**src/rtl/hazard_ctrl.sv**
```systemverilog
// hazard_ctrl: central hazard and sequencing controller for a 5-stage
// (F/D/E/M/W) pipeline. It resolves E-stage operand forwarding, detects
// load-use hazards, freezes the pipeline while a variable-latency data
// memory completes an access (with a timeout guard), and counts stall cycles.
module hazard_ctrl #(
  parameter int WIDTH       = 32,
  parameter int MEM_TIMEOUT = 16
) (
  input  logic             clk,
  input  logic             rst_n,
  input  logic [4:0]       Rs1D,
  input  logic [4:0]       Rs2D,
  input  logic [4:0]       Rs1E,
  input  logic [4:0]       Rs2E,
  input  logic [4:0]       RdE,
  input  logic [4:0]       RdM,
  input  logic [4:0]       RdW,
  input  logic             RegWriteM,
  input  logic             RegWriteW,
  input  logic [1:0]       ResultSrcE,
  input  logic             PCSrcE,
  input  logic             MemReqM,
  input  logic             MemReadyM,
  output logic [1:0]       ForwardAE,
  output logic [1:0]       ForwardBE,
  output logic             StallF,
  output logic             StallD,
  output logic             StallE,
  output logic             StallM,
  output logic             FlushD,
  output logic             FlushE,
  output logic             FlushW,
  output logic             MemBusy,
  output logic             MemTimeout,
  output logic [WIDTH-1:0] StallCycles
);

  // Wait-cycle counter is 8 bits wide, so the timeout limit is compared
  // in that width (legal limit range is 1..255).
  localparam logic [7:0] TIMEOUT_CNT = 8'(MEM_TIMEOUT);

  // ResultSrcE encoding that marks a load in E.
  localparam logic [1:0] RESULT_LOAD = 2'b01;

  // Forwarding select encodings.
  localparam logic [1:0] FWD_REGFILE = 2'b00;
  localparam logic [1:0] FWD_W       = 2'b01;
  localparam logic [1:0] FWD_M       = 2'b10;

  typedef enum logic {
    ST_IDLE = 1'b0,
    ST_WAIT = 1'b1
  } state_t;

  state_t     state;
  state_t     state_next;
  logic [7:0] cnt;
  logic [7:0] cnt_next;
  logic       timeout_hit;
  logic       mem_stall;
  logic       load_stall;
  logic [1:0] fwd_a;
  logic [1:0] fwd_b;

  // Operand source for one E-stage operand. The M-stage result is younger
  // than the W-stage result, so it wins when both write the same register.
  // Register x0 is hardwired to zero and never forwarded.
  function automatic logic [1:0] fwd_select(
    input logic [4:0] rs,
    input logic       reg_write_m,
    input logic [4:0] rd_m,
    input logic       reg_write_w,
    input logic [4:0] rd_w
  );
    logic [1:0] sel;
    sel = FWD_REGFILE;
    if (reg_write_m && (rd_m != 5'd0) && (rd_m == rs)) begin
      sel = FWD_M;
    end else if (reg_write_w && (rd_w != 5'd0) && (rd_w == rs)) begin
      sel = FWD_W;
    end
    return sel;
  endfunction

  // Forwarding muxes and load-use detection are purely combinational.
  always_comb begin
    fwd_a      = fwd_select(Rs1E, RegWriteM, RdM, RegWriteW, RdW);
    fwd_b      = fwd_select(Rs2E, RegWriteM, RdM, RegWriteW, RdW);
    load_stall = (ResultSrcE == RESULT_LOAD) && (RdE != 5'd0) &&
                 ((RdE == Rs1D) || (RdE == Rs2D));
  end

  // Memory-wait FSM next state: the stall is asserted on the first missing
  // cycle in IDLE, held in WAIT, and dropped the very cycle MemReadyM rises
  // or the wait limit is reached (the access is then abandoned).
  always_comb begin
    state_next  = state;
    cnt_next    = cnt;
    timeout_hit = 1'b0;
    mem_stall   = 1'b0;
    case (state)
      ST_IDLE: begin
        if (MemReqM && !MemReadyM) begin
          mem_stall  = 1'b1;
          state_next = ST_WAIT;
          cnt_next   = 8'd1;
        end
      end
      ST_WAIT: begin
        if (MemReadyM) begin
          state_next = ST_IDLE;
        end else if (cnt == TIMEOUT_CNT) begin
          state_next  = ST_IDLE;
          timeout_hit = 1'b1;
        end else begin
          mem_stall = 1'b1;
          cnt_next  = cnt + 8'd1;
        end
      end
      default: begin
        state_next = ST_IDLE;
      end
    endcase
  end

  // FSM state, wait counter and sticky timeout flag. Reset during WAIT
  // abandons the access without flagging a timeout.
  always_ff @(posedge clk) begin
    if (!rst_n) begin
      state      <= ST_IDLE;
      cnt        <= 8'd0;
      MemTimeout <= 1'b0;
    end else begin
      state <= state_next;
      cnt   <= cnt_next;
      if (timeout_hit) begin
        MemTimeout <= 1'b1;
      end
    end
  end

  // Performance counter: one increment per cycle in which either stall
  // source is active (counted once even when both are); wraps naturally.
  always_ff @(posedge clk) begin
    if (!rst_n) begin
      StallCycles <= '0;
    end else if (mem_stall || load_stall) begin
      StallCycles <= StallCycles + WIDTH'(1);
    end
  end

  // Pipeline control priority: reset, memory stall, load-use, branch.
  // Pipeline registers have no reset of their own, so reset flushes them.
  // A memory stall freezes everything and suppresses branch/load-use
  // actions; those re-evaluate once the pipeline moves again.
  always_comb begin
    ForwardAE = fwd_a;
    ForwardBE = fwd_b;
    StallF    = 1'b0;
    StallD    = 1'b0;
    StallE    = 1'b0;
    StallM    = 1'b0;
    FlushD    = 1'b0;
    FlushE    = 1'b0;
    FlushW    = 1'b0;
    MemBusy   = (state == ST_WAIT);
    if (!rst_n) begin
      ForwardAE = FWD_REGFILE;
      ForwardBE = FWD_REGFILE;
      FlushD    = 1'b1;
      FlushE    = 1'b1;
      FlushW    = 1'b1;
    end else if (mem_stall) begin
      StallF = 1'b1;
      StallD = 1'b1;
      StallE = 1'b1;
      StallM = 1'b1;
      FlushW = 1'b1;
    end else if (load_stall) begin
      StallF = 1'b1;
      StallD = 1'b1;
      FlushE = 1'b1;
      FlushD = PCSrcE;
    end else if (PCSrcE) begin
      FlushD = 1'b1;
      FlushE = 1'b1;
    end
  end

endmodule

```
**config.mk**
```make
export PLATFORM = sky130hd
export DESIGN_NAME = hazard_ctrl
export DESIGN_NICKNAME = d
export VERILOG_FILES = /design/src/rtl/hazard_ctrl.sv
export SDC_FILE = /design/constraint.sdc
export NUM_CORES = 1
export LEC_CHECK = 0
export ABC_AREA = 1
export CORE_MARGIN = 1
export CORE_UTILIZATION = 50
export DETAILED_ROUTE_END_ITERATION = 12
export PLACE_DENSITY_LB_ADDON = 0.05
export RECOVER_POWER = 100
export SLEW_MARGIN = 20
export SYNTH_ARGS = -nofsm -noshare
export SYNTH_HDL_FRONTEND = slang
export SYNTH_SLANG_ARGS = --single-unit
```
**constraint.sdc**
```tcl
create_clock -name clk -period 1.93 [get_ports clk]
set_input_delay 0.193 -clock clk [delete_from_list [all_inputs] [get_ports clk]]
set_output_delay 0.193 -clock clk [all_outputs]
set_load 0.005 [all_outputs]
```
# Word-level counts from Yosys, hierarchy flattened
# Cells that the tools add are included.
dict set report op_classes {
  n_reduce_logical 16
  eq_ne 11
  mux 30
  add_sub_neg 2
  n_bitwise 1
}
# operator n
set ops {}
lappend ops {{adder 32 x 1 -> 32 bit, second input constant} 1}
lappend ops {{== test 5 bit} 6}
lappend ops {{2-to-1 mux 8 bit} 3}
lappend ops {{2-to-1 mux 1 bit} 21}
lappend ops {{case mux 8 bit (2 select lines)} 1}
lappend ops {{nonzero test 5 bit} 3}
lappend ops {{logical AND 1 bit} 9}
lappend ops {{adder 8 x 1 -> 8 bit, second input constant} 1}
lappend ops {{== test 8 x 5 -> 1 bit, second input constant} 1}
lappend ops {{2-to-1 mux 2 bit} 4}
lappend ops {{!= test 2 bit, second input constant} 3}
lappend ops {{AND reduction 3 bit} 1}
lappend ops {{== test 2 x 1 -> 1 bit, second input constant} 1}
lappend ops {{logical OR 1 bit} 2}
lappend ops {{case mux 1 bit (2 select lines)} 1}
lappend ops {{logical NOT 1 bit} 1}
lappend ops {{inverter 1 bit} 1}
dict set report totals {
  in_bits 44
  out_inout_bits 45
  ff_bits 42
  wordCells 64
}

# Longest topological paths before layout
dict set report depth {
  depth_word 6
  ltp_mapped 12
  ltp_nobuf 10
}

# Worst setup path before layout
# No wires, ideal clock.
dict set report synth_timing {
  path_type {flip-flop to output port}
  from {register cnt[0]}
  to {output StallF}
  arrival_ps 1401
  stages_incl_launch_ff 10
  setup_slack_ps 336
  n_path_buf 2
  t_required_ps 1737
  path_cell_list {dfxtp_1 inv_1 ha_1 nand4_1 nand2_1 nand2_2 inv_4 buf_6 a21oi_1 buf_4}
}
dict set report synth_via {
  elab_chain_len 6
}
# element line
set synth_rtl {}
lappend synth_rtl {{start, declared} 57} ;# logic [7:0] cnt;
lappend synth_rtl {{start signal, assigned} 135} ;# cnt <= cnt_next;
lappend synth_rtl {{== test 8 x 5 -> 1 bit} 112} ;# end else if (cnt == TIMEOUT_CNT) begin
lappend synth_rtl {{2-to-1 mux 1 bit} 112}
lappend synth_rtl {{2-to-1 mux 1 bit} 110} ;# if (MemReadyM) begin
lappend synth_rtl {{case mux 1 bit (2 select lines)} 101} ;# case (state)
lappend synth_rtl {{2-to-1 mux 1 bit (2 in series)} --}
lappend synth_rtl {{end, declared} 26} ;# output logic StallF,
# No other way between the ends.

# Worst setup path after layout
dict set report layout_timing {
  from {register cnt[0]}
  to {output StallM}
}
dict set report layout_via {
  elab_chain_len 6
}
# element line
set layout_rtl {}
lappend layout_rtl {{== test 8 x 5 -> 1 bit} 112}
lappend layout_rtl {{2-to-1 mux 1 bit} 112}
lappend layout_rtl {{2-to-1 mux 1 bit} 110}
lappend layout_rtl {{case mux 1 bit (2 select lines)} 101}
lappend layout_rtl {{2-to-1 mux 1 bit} 173} ;# end else if (mem_stall) begin
lappend layout_rtl {{2-to-1 mux 1 bit} 167} ;# if (!rst_n) begin
lappend layout_rtl {{end, declared} 29} ;# output logic StallM,
# No other way between the ends.

==> summary.md <==
| Metric | Value |
|---|---|
| Final Net Count | 716 |
| Global-route wire length before repair | 15.68 mm |
| Number of global-route vias before repair | 3620 |
| Port buffer count | 88 |
| Logic pwr share | 0.295 |
| Clk_skew | 0.01210 ns |
| Static Leak | 0.002067 uW |
| CTS Buffer Depth | 2 |
| Net Sw Frac | 0.3257 |
| P_int | 1537 uW |
| HPWL after DPL | 6.997 mm |
| Yosys cell types | 30 |
| Final std cells w/o fill | 747 |
| Share of layout cells above drive strength 1 | 0.06866 |
| WP data arrival | 1.63 ns |
| RePlAce Congestion | 0.9304 |
| Fill cell count | 597 |
| Total GRT Usage | 0.2701 |
| Violated checks | DRC |
| Worst setup EP type | output pin |
| Tot Pwr | 2280 uW |
| Routed via count | 3878 |
| Final setup violation count | 0 |
| Hold_ws | 0.4675 ns |
| Synth area leaders | dfxtp_1, nand2_1, nor2_1 |
| Maximum vdd drop | 0.4078 mV |
| Total grt overflow | 0 |
| Post-synth top area share | 0.2507 |
| Cells after DPL | 738 |
| Number of CTS-inserted buffers | 5 |
| Flop pwr share | 0.446 |
| RSZ-0062 raised after global routing | no |
| Worst hold path class | reg -> reg |
| Crit path required time | 1.74 ns |
| Worst-path clk slew | 0.09 ns |
| Worst-margin pin slew | 0.4313 ns |
| NetSw | 742.5 uW |
| Crit-path max FO | 4 |
| Width of the die | 83.89 um |
| Drt initial violations | 247 |
| Core Rows | 29 |
| Post-synth net total | 624 |
| Status | complete, but fails checks |
| Crit path time final | 1.818 ns |
| Ports | 89 |
| Pwr dens | 515.8 nW/um2 |
| Syn avg cell area | 5.811 um2 |
| WL/cell | 12.04 um |
| Peak Freq | 0.5499 GHz |
| Startpoint Class | flip-flop |
| Post-synth top area cell | dfxtp_1 |
| Clock power frac | 0.259 |
| Initial antenna violation count | 0 |
| Die height | 83.89 um |
| Final period util | 0.9422 |
| Die ar. | 7038 um2 |
| H-tree depth | 2 |
| Vias per inst | 5.191 |
| Synthesis Warnings | 0 |
| Clk_lat worst skew | 0.31 ns |
| Post-Route WL | 8.993 mm |
| Yosys reg bits | 42 |
| Synthesized cell area | 3353 um2 |
| Final Max Slew Viols | 0 |
| Hold Buf Count CTS | 0 |
| Register area share after synthesis | 0.2507 |
| Core area | 6422 um2 |
| Post-synthesis instance total | 577 |
| Relative slew slack | 0.7124 |
| DR DRC count | 4 |
| Worst setup path class | reg -> out |
| Count of final hold-check violations | 0 |
| Largest net degree at the start of global routing | 70 |
| Max cap viols | 0 |
| Routed Antenna Nets | 0 |
| CTS tree | built |
| Diode count | 0 |
| Area growth syn-to-layout | 31.79% |
| Drt pass-1 iters | 8 |
| Root Buffer | clkbuf_8 |
| Initial core utilization | 0.5221 |
| Total clock sinks | 42 |
==> layout make-up <==
cell class / count / area [um2] / area share
Multi-Input combinational cell: 450 / 2141 / 0.4844
Timing Repair Buffer: 105 / 1006 / 0.2276
Sequential cell: 42 / 843.3 / 0.1908
Inverter: 65 / 246.5 / 0.05578
Tap cell: 77 / 96.34 / 0.02180
Clock buffer: 6 / 72.57 / 0.01642
Clock inverter: 2 / 13.76 / 0.003114
==> worst paths after layout <==
path                                             startpoint                      endpoint  slack [ns]  cells after the start
worst max-delay path                    cnt[0]$_SDFFE_PN0P_                        StallM        0.11                      9
worst min-delay path                MemTimeout$_SDFFE_PN0P_       MemTimeout$_SDFFE_PN0P_        0.47                      1
worst max register to register  StallCycles[1]$_SDFFE_PN0P_  StallCycles[26]$_SDFFE_PN0P_        0.17                     10
worst min register to register      MemTimeout$_SDFFE_PN0P_       MemTimeout$_SDFFE_PN0P_        0.47                      1
==> Yosys cell counts <==
master and n:
a22o_1 2, a21o_1 1, nand3_1 54, nand3b_1 2
nor4_1 2, o21a_1 1, inv_4 1, ha_1 3
a211oi_1 1, and3_1 1, nand2_1 167, a31oi_1 1
clkbuf_1 4, buf_6 4, nand2_2 6, buf_2 2
nand4_1 8, a21oi_1 39, o21ai_0 8, inv_1 60
nor2_4 2, xnor2_1 12, inv_2 3, nor3_1 8
buf_4 10, clkinv_1 1, nor2_2 2, dfxtp_1 42
xor2_1 23, nor2_1 107
==> worst max-delay path, stage by stage (launching register included) <==
cell           delay (ns)
dfxtp_2              0.33
inv_1                0.07
ha_2                 0.16
nand4_1              0.09
nand2_1              0.10
nand2_2              0.08
inv_4                0.08
nor2_4               0.04
buf_6                0.12
dlygate4sd2_1        0.25
==> metrics by stage <==
stage	cell area (um2)	setup slack, ns	TNS [ns]	utilization
after global routing	4419	0.002735	0	0.6881
after floorplan	3353	0.3365	0	-
after global placement	4318	-0.1420	-3.789	0.6723
final	4419	0.1115	0	0.6881
after detailed placement	4318	-0.1724	-5.404	0.6723
after CTS	4412	0.04524	0	0.6869
==> layer usage <==
| metal | track usage | up-vias | wire length (um) |
|---|---|---|---|
| li1 | - | 1996 | - |
| met1 | 0.3145 | 1738 | 3750 |
| met2 | 0.4739 | 121 | 4445 |
| met3 | 0.05242 | 23 | 545 |
| met4 | 0.1270 | 0 | 252 |
| met5 | 0 | - | 0 |
==> cells by family (layout without fill, tap and decap cells) <==
group	count (synthesis)	after routing	synth area share
xor+xnor	35	35	0.09142
flops	42	42	0.2507
compound gates	53	53	0.08396
simple gates	359	359	0.4459
fa+ha+maj	3	3	0.01120
buf+inv	85	178	0.1168
==> cells in the final DEF (no fill, tap or decap), types with 3 or more instances in the layout <==
cell	Yosys	layout
nand2_2	6	5
dlygate4sd2_1	0	12
clkbuf_8	0	5
nand4_1	8	8
dfxtp_1	42	40
nand3_1	54	54
nor3_1	8	7
a21oi_1	39	38
clkdlybuf4s50_1	0	39
nor2_4	2	3
o21ai_0	8	7
dlygate4sd3_1	0	34
inv_2	3	4
nor2_1	107	106
xor2_1	23	23
buf_4	10	13
xnor2_1	12	12
nand2_1	167	168
inv_1	60	59
==> flip-flops by register name (all words and copies together) (netlist names) <==
signal and flops:
StallCycles 32, cnt 8, MemTimeout 1, MemBusy 1
==> power by group through the flow <==
stage / logic (uW) / registers (uW) / clock network (uW)
2_1_floorplan: 371 / 1030 / 0
3_3_place_gp: 680 / 1040 / 0
3_5_place_dp: 699 / 1040 / 0
4_1_cts: 698 / 1020 / 596
5_1_grt: 762 / 1030 / 630
6_report: 673 / 1020 / 590
==> repair_timing <==
action,CTS,global route
gates resized for setup,26,6
setup buffers,1,0
cloned,0,0
pin swaps,0,2
endpoints found under the setup margin,11,7
(Power assumes the default switching activity.)
